[config.mk]
export PLATFORM = sky130hd
export DESIGN_NAME = matrix_skew_feeder
export DESIGN_NICKNAME = d
export VERILOG_FILES = /design/src/rtl/matrix_skew_feeder.sv
export SDC_FILE = /design/constraint.sdc
export NUM_CORES = 1
export LEC_CHECK = 0
export CAP_MARGIN = 10
export CORE_ASPECT_RATIO = 1.2
export CORE_MARGIN = 8
export CORE_UTILIZATION = 52
export CTS_CLUSTER_DIAMETER = 120
export DETAILED_ROUTE_END_ITERATION = 8
export PLACE_DENSITY = 0.85
export SYNTH_ARGS = -nofsm -noshare
export SYNTH_HDL_FRONTEND = slang
export SYNTH_SLANG_ARGS = --single-unit
[constraint.sdc]
create_clock -name clk -period 3.75 [get_ports clk]
set_input_delay 0.375 -clock clk [delete_from_list [all_inputs] [get_ports clk]]
set_output_delay 0.375 -clock clk [all_outputs]
set_load 0.005 [all_outputs]
[src/rtl/matrix_skew_feeder.sv]
// matrix_skew_feeder: buffers an NxN matrix in row-major order, then streams it
// as 2N-1 skewed slices (lane j delayed by j cycles) into a systolic array edge.
module matrix_skew_feeder #(
  parameter int N = 4,
  parameter int W = 32
) (
  input  logic           clk,
  input  logic           rst,
  input  logic [W-1:0]   in_data,
  input  logic           in_valid,
  output logic           in_ready,
  input  logic           out_en,
  output logic [N*W-1:0] x_out,
  output logic [N-1:0]   x_valid,
  output logic           frame_done
);
  localparam int TW = (N > 1) ? $clog2(2*N-1) : 1;
  localparam int IW = (N > 1) ? $clog2(N*N) : 1;
  localparam logic [TW-1:0] T_LAST = TW'(2*N-2);
  localparam logic [IW-1:0] I_LAST = IW'(N*N-1);
  typedef enum logic {LOAD, STREAM} state_t;
  state_t         r_state, w_next;
  logic [IW-1:0]  r_idx;
  logic [TW-1:0]  r_t;
  logic [W-1:0]   r_mat [N*N];
  logic [N*W-1:0] w_slice;
  logic [N-1:0]   w_sv;
  logic           w_acc, w_adv, w_last;
  assign in_ready = r_state == LOAD;
  assign w_acc    = in_ready && in_valid;
  assign w_adv    = r_state == STREAM && out_en;
  assign w_last   = r_t == T_LAST;
  always_comb begin
    w_next = r_state;
    if (w_acc && r_idx == I_LAST) w_next = STREAM;
    else if (w_adv && w_last) w_next = LOAD;
  end
  always_ff @(posedge clk or negedge rst)
    if (!rst) r_state <= LOAD;
    else r_state <= w_next;
  // Storage is only written in LOAD, so streaming can never be corrupted.
  always_ff @(posedge clk)
    if (w_acc) r_mat[r_idx] <= in_data;
  // Lane j carries A[t-j][j] while that row index is inside the matrix.
  for (genvar j = 0; j < N; j++) begin : g_lane
    logic [TW-1:0] w_r;
    logic [IW-1:0] w_a;
    assign w_r     = r_t - TW'(j);
    assign w_sv[j] = r_t >= TW'(j) && w_r < TW'(N);
    assign w_a     = IW'(w_r) * IW'(N) + IW'(j);
    assign w_slice[W*j +: W] = w_sv[j] ? r_mat[w_a] : '0;
  end
  always_ff @(posedge clk or negedge rst)
    if (!rst) begin
      r_idx      <= '0;
      r_t        <= '0;
      x_out      <= '0;
      x_valid    <= '0;
      frame_done <= 1'b0;
    end else begin
      frame_done <= w_adv && w_last;
      if (w_acc) r_idx <= (r_idx == I_LAST) ? '0 : r_idx + IW'(1);
      if (r_state == LOAD) begin
        x_out   <= '0;
        x_valid <= '0;
        r_t     <= '0;
      end else if (out_en) begin
        x_out   <= w_slice;
        x_valid <= w_sv;
        r_t     <= w_last ? '0 : r_t + TW'(1);
      end
    end
endmodule

==> reports/metrics.yaml, run 1 <==
status: "complete, no violations"
hpwl_mm: 34.5
nets: 1301
hp-class: "in2async"
drv_cap: 0
postCtsSetupBuffers: 0
first_pass_iters: 5
setup_viol: 0
powerDensity_nw_per_um2: 721
hold_violations: 0
drc: 0
synthCells: 1045
clock_latency_ns: 0.59
cp_data_arrival_time_ns: 3.25
synthAdderAreaFrac_pct: 0.475
syn2layout_area_growth_pct: 18.8
start_util_pct: 52.7
max-vdd-ir-drop_mv: 0.587
syn-num-nets: 1090
ys_types: 28
antenna_found_initial: 1
ant_nets: 0
gr-total-overflow: 0
syn_area_um2: 23700
vias_per_cell: 6.12
start_kind: "flop"
crit_chain: "inv_1 > ha_4 > buf_12 > mux4_2 > a22o_1"
min_period_ns: 2.77
cts_max_path_buffers: 3
fp-row-count: 85
clock-root-buffer: "clkbuf_16"
numPortBuffers: 169
yosysWarnings: 0
max_stage_delay_ns: 0.84
critPathSlowestCell: "ha_4"
finalSetupTns_ns: 0
syn_avg_cell_area_um2: 22.7
ys_seq_area_share_pct: 79.7
grt_usage_pct: 21.5
post-route-period-util_pct: 74.0
muxShareOfSynthArea_pct: 12.2
vias: 11717
max_freq_ghz: 0.360
cts_buffers: 58
cts_tree: "yes"
crit_type: "reg2reg"
path_clk_slew_ns: 0.07
holdWs_ns: 0.412
htree_levels: 2
relSlewSlack_pct: 38.3
synth-compound-area-share_pct: 5.15
slew_violations: 0
worst_pin_slew_ns: 0.926
grt_pass1_wl_mm: 83.2
numClockSinks: 653
required_ns: 4.22
critPathMaxFanout: 46
fin_skew_ns: 0.0126
cts_resized: 0
place.gp.congestion: 0.774
drt-initial-drc-count: 1193
die_y_um: 250
rsz0062_at_grt: "false"
yosys_register_bits: 653
fill_cells: 2839
core-area_um2: 45000
totalWireLength_mm: 56.4
grt_pass1_vias: 12544
p_leak_nw: 9.67
wl_per_cell_um: 29.5
dieArea_um2: 52700
fin_cells: 1913
synth_top_family_by_area: "multiplexers"
boundaryPins: 170
post_route_cells_drive_above_1_share_pct: 21.3
synth-simple-area-share_pct: 0.780
utilization_pct: 62.7
grt_max_degree: 95
synthXorXnorAreaFrac_pct: 0.111
dp_cells: 1804
die_w_um: 211
cp-end-kind: "flop"
total_power_w: 0.0203
-- report_power, final --
group	total, W	internal, W	switching (W)
clock network	0.00564	0.00311	0.00253
registers	0.00923	0.00862	0.000609
logic	0.00547	0.00286	0.00261
-- per-stage QoR --
| stage | setup slack (ns) | instance area (um^2) |
|---|---|---|
| final | 0.975 | 28200 |
| after global routing | 0.914 | 28200 |
| after CTS | 0.971 | 28200 |
| after detailed placement | 0.999 | 26400 |
| after global placement | 1.11 | 26400 |
| after floorplan | 0.136 | 23700 |
-- worst max-delay path, delay by kind of cell, from the launching register on --
| kind | cells | cell delay (ns) |
|---|---|---|
| adders and majority gates | 1 | 0.84 |
| muxes | 1 | 0.33 |
| AOI/OAI and AO/OA | 1 | 0.23 |
| DFF | 1 | 0.74 |
| buffers and inverters | 2 | 0.49 |
-- layout by cell type, fill, tap and decap left out, types with 2 or more instances in the layout --
cell,instances
bufinv_16,2
nor3_2,4
mux4_2,128
nand2b_1,4
clkbuf_1,14
clkbuf_16,59
clkinv_2,11
dfrtp_4,2
nor2_4,15
buf_12,7
a22o_1,129
o21ai_0,3
clkdlybuf4s50_1,168
edfxtp_1,512
a21oi_1,2
xnor2_1,2
dfrtp_1,139
nand2_1,9
nand3_1,5
clkbuf_8,4
clkinv_1,10
buf_4,35
ha_1,8
inv_1,6
a21o_1,5
clkinvlp_4,5
nor2_1,2
-- synth_stat cells --
library cell	instances	area, um^2
nand2b_1	4	25.0
nand2_1	9	33.8
buf_2	13	65.1
mux4_2	128	2880
a22o_1	129	1130
a21o_1	5	37.5
o21ai_0	3	15.0
ha_1	9	113
a311oi_2	1	15.0
nor2b_1	1	6.26
dfrtp_1	141	3530
nor3_1	5	25.0
xnor2_1	2	17.5
nand3_1	5	25.0
buf_1	5	18.8
a211oi_1	1	7.51
clkbuf_1	25	93.8
clkbuf_2	1	5.00
buf_6	14	158
xor2_1	1	8.76
a21oi_1	2	10.0
inv_1	6	22.5
buf_4	3	22.5
o22ai_1	1	6.26
and3_1	1	6.26
nor2_1	17	63.8
mux2i_1	1	10.0
edfxtp_1	512	15400
-- sequential cells by signal, indices dropped and copies added, names as in the netlist --
signal	count
r_state	1
x_valid	4
frame_done	1
x_out	128
r_t	3
r_mat	512
r_idx	4
-- cell type report --
cell class	count	area, um^2	share of cell area [%]
inverters	6	22.5	0.0799
diodes	1	2.50	0.00888
flip-flops and latches	653	18900	67.1
well taps	609	762	2.70
repair buffers	212	2110	7.47
multi-input cells	325	4600	16.3
clock buffers	77	1580	5.62
clock inverters	30	210	0.746
-- repair_timing --
item,4_1_cts,5_1_grt
hold buffers,1,0
endpoints found under the hold margin,81,0
endpoints found under the setup margin,0,0
-- cell families after synthesis --
group                      after synthesis
AOI/OAI and AO/OA                      142
xor gates and xnor gates                 3
adders and majority gates                9
buffers and inverters                   67
DFF                                    653
muxes                                  129
and+or+nand+nor                         42
-- worst paths after layout --
path,start,end,slack [ns],depth (start not counted)
max,r_t[1],x_out[53],0.98,5
min,rst,x_out[11],0.41,2
max reg2reg,r_t[1],x_out[53],0.98,5
min reg2reg,x_valid[0],x_valid[0],0.48,1
max in group asynchronous,rst,x_out[91],2.30,3
min in group clk,x_valid[0],x_valid[0],0.48,1
-- layer usage --
layer,routed length [um],vias up,GRT usage [%]
met3,4360,129,3.79
met1,20000,6175,25.7
met2,29900,644,38.2
li1,-,4769,-
met4,2120,0,8.25
met5,0,-,0
Note: power is estimated with default switching activity, not from simulation.
==> run 2: changes to the inputs <==
==> constraint.sdc (replaced) <==
create_clock -name clk -period 2.3 [get_ports clk]
set_input_delay 0.23 -clock clk [delete_from_list [all_inputs] [get_ports clk]]
set_output_delay 0.23 -clock clk [all_outputs]
set_load 0.005 [all_outputs]
==> run 2 against run 1 <==
Effect of this change:
- maximum frequency is 25% higher
- clock-buffer cell count is 2 lower
- final area is 2.2% higher
- critical path depth is 1 higher
- global-route usage is 1.4 points higher
- clock power is 77% higher
- die area stayed put
- cell count is 0.73% higher
- worst hold slack worse by 0.26 ns
- largest cell class unchanged
==> reports/metrics.yaml, run 2 (synthesized netlist as in run 1, its figures left out) <==
status: "complete, no violations"
required_ns: 2.85
power.share.combinational_pct: 28.0
powerDensity_nw_per_um2: 1200
grt_max_degree: 78
p_switching_w: 0.00993
die_y_um: 250
ant_nets: 0
grt_usage_pct: 22.8
antenna_cells: 0
clockPowerShare_pct: 28.9
wl_per_cell_um: 31.1
htree_levels: 2
clock_latency_ns: 0.63
layout_commonest_cell: "edfxtp_1"
fin_skew_ns: 0.0207
drt-initial-drc-count: 1115
vias: 12098
finalSetupTns_ns: 0
largest_register_ff_count: 512
multi_input_area_um2: 4620
routed-wl-met2_mm: 32.5
total_power_w: 0.0346
cts_buffers: 58
p_leak_nw: 9.90
numClockSinks: 653
seq_area_um2: 18900
regMostFlops: "r_mat"
min_period_ns: 2.22
relSlewSlack_pct: 27.3
clock-root-buffer: "clkbuf_16"
start_util_pct: 52.7
fill_cells: 2786
design_area_um2: 28800
start_kind: "flop"
vias_per_cell: 6.28
p_int_w: 0.0246
critPathMaxFanout: 28
rsz0062_at_grt: "false"
place.gp.congestion: 0.766
max_freq_ghz: 0.451
postCtsSetupBuffers: 0
die_w_um: 211
dieArea_um2: 52700
cts_max_path_buffers: 3
met3_length_mm: 3.76
grt_pass1_vias: 12854
setup_viol: 0
top_regs: "r_mat x512, x_out x128"
post-route-period-util_pct: 96.4
m1WireLength_mm: 21.5
hold_violations: 0
path_clk_slew_ns: 0.07
cp_data_arrival_time_ns: 2.76
boundaryPins: 170
cts_tree: "yes"
totalWireLength_mm: 59.9
first_pass_iters: 6
drv_cap: 0
maxUsedRoutingLayer: "met5"
max-vdd-ir-drop_mv: 0.829
core-area_um2: 45000
slew_violations: 0
fin_ws_ns: 0.0830
pre_cts_slack_ns: 0.0231
numPortBuffers: 169
gr-total-overflow: 0
holdWs_ns: 0.153
dpl_cell_area_um2: 26800
nets: 1314
drc: 0
grt_pass1_wl_mm: 88.1
post_route_cells_drive_above_1_share_pct: 22.4
crit_type: "reg2reg"
cp-end-kind: "flop"
worst_pin_slew_ns: 1.09
final_cell_mix: "edfxtp_1 (512), clkdlybuf4s50_1 (168), dfrtp_1 (139)"
syn2layout_area_growth_pct: 21.4
hp-class: "in2async"
hpwl_mm: 34.3
seqPwrFrac_pct: 43.2
antenna_found_initial: 2
switching_share_pct: 28.7
fp-row-count: 85
run 2: cell types whose count changed in the layout (fill, tap and decap cells not counted), moves of 4 or more:
cell	delta
nor3_4	+4
clkinvlp_4	-5
nor3_2	-4
buf_12	+23
clkinv_4	+5
buf_4	-13
bufinv_16	+5
run 2: repair_timing:
item,CTS,global route
cloned,1,0
hold buffers,2,0
endpoints found under the setup margin,19,6
endpoints found under the hold margin,141,0
pin swaps,0,1
gates resized for setup,1,1
run 2: worst paths after layout:
check                                start          to  slack (ns)  depth (start not counted)
worst max-delay path                r_t[0]   x_out[58]        0.08                          6
worst min-delay path                   rst    x_out[7]        0.15                          3
worst max register to register      r_t[0]   x_out[58]        0.08                          6
worst min register to register  x_valid[0]  x_valid[0]        0.49                          1
max in group asynchronous              rst   x_out[12]        1.60                          3
min in group clk                    out_en      r_t[1]        0.41                          3
run 2: metrics by stage:
| stage | instances | utilization, % |
|---|---|---|
| floorplan | 1045 | - |
| global placement | 1815 | 59.6 |
| detailed placement | 1815 | 59.6 |
| CTS | 1927 | 64.0 |
| global route | 1927 | 64.0 |
| finish | 1927 | 64.0 |
run 2: cell type report:
cell class | count | share of cell area [%]
sequential | 653 | 65.6
multi-input combinational | 325 | 16.0
timing repair buffer | 225 | 8.81
clock buffer | 75 | 5.47
tap | 609 | 2.64
clock inverter | 34 | 1.32
inverter | 6 | 0.0782
run 2: layer usage:
metal,vias to the layer above,global-route usage (%)
met5,-,0
met4,2,8.55
met3,126,3.57
met2,695,40.7
met1,6470,27.6
li1,4805,-
run 2: power by group through the flow:
stage / combinational [W] / sequential [W] / clock (W)
4_1_cts: 0.00985 / 0.0149 / 0.0101
6_report: 0.00966 / 0.0149 / 0.00998
3_5_place_dp: 0.00955 / 0.0151 / 0
5_1_grt: 0.0102 / 0.0150 / 0.0105
3_3_place_gp: 0.00938 / 0.0150 / 0
2_1_floorplan: 0.00537 / 0.0149 / 0
run 2: critical path, cell delays in order, from the launching register on:
cell and delay, ns:
dfrtp_4 0.52, buf_16 0.26, ha_1 0.25, nand2b_1 0.15
a311oi_4 0.35, buf_4 0.39, a22o_1 0.21
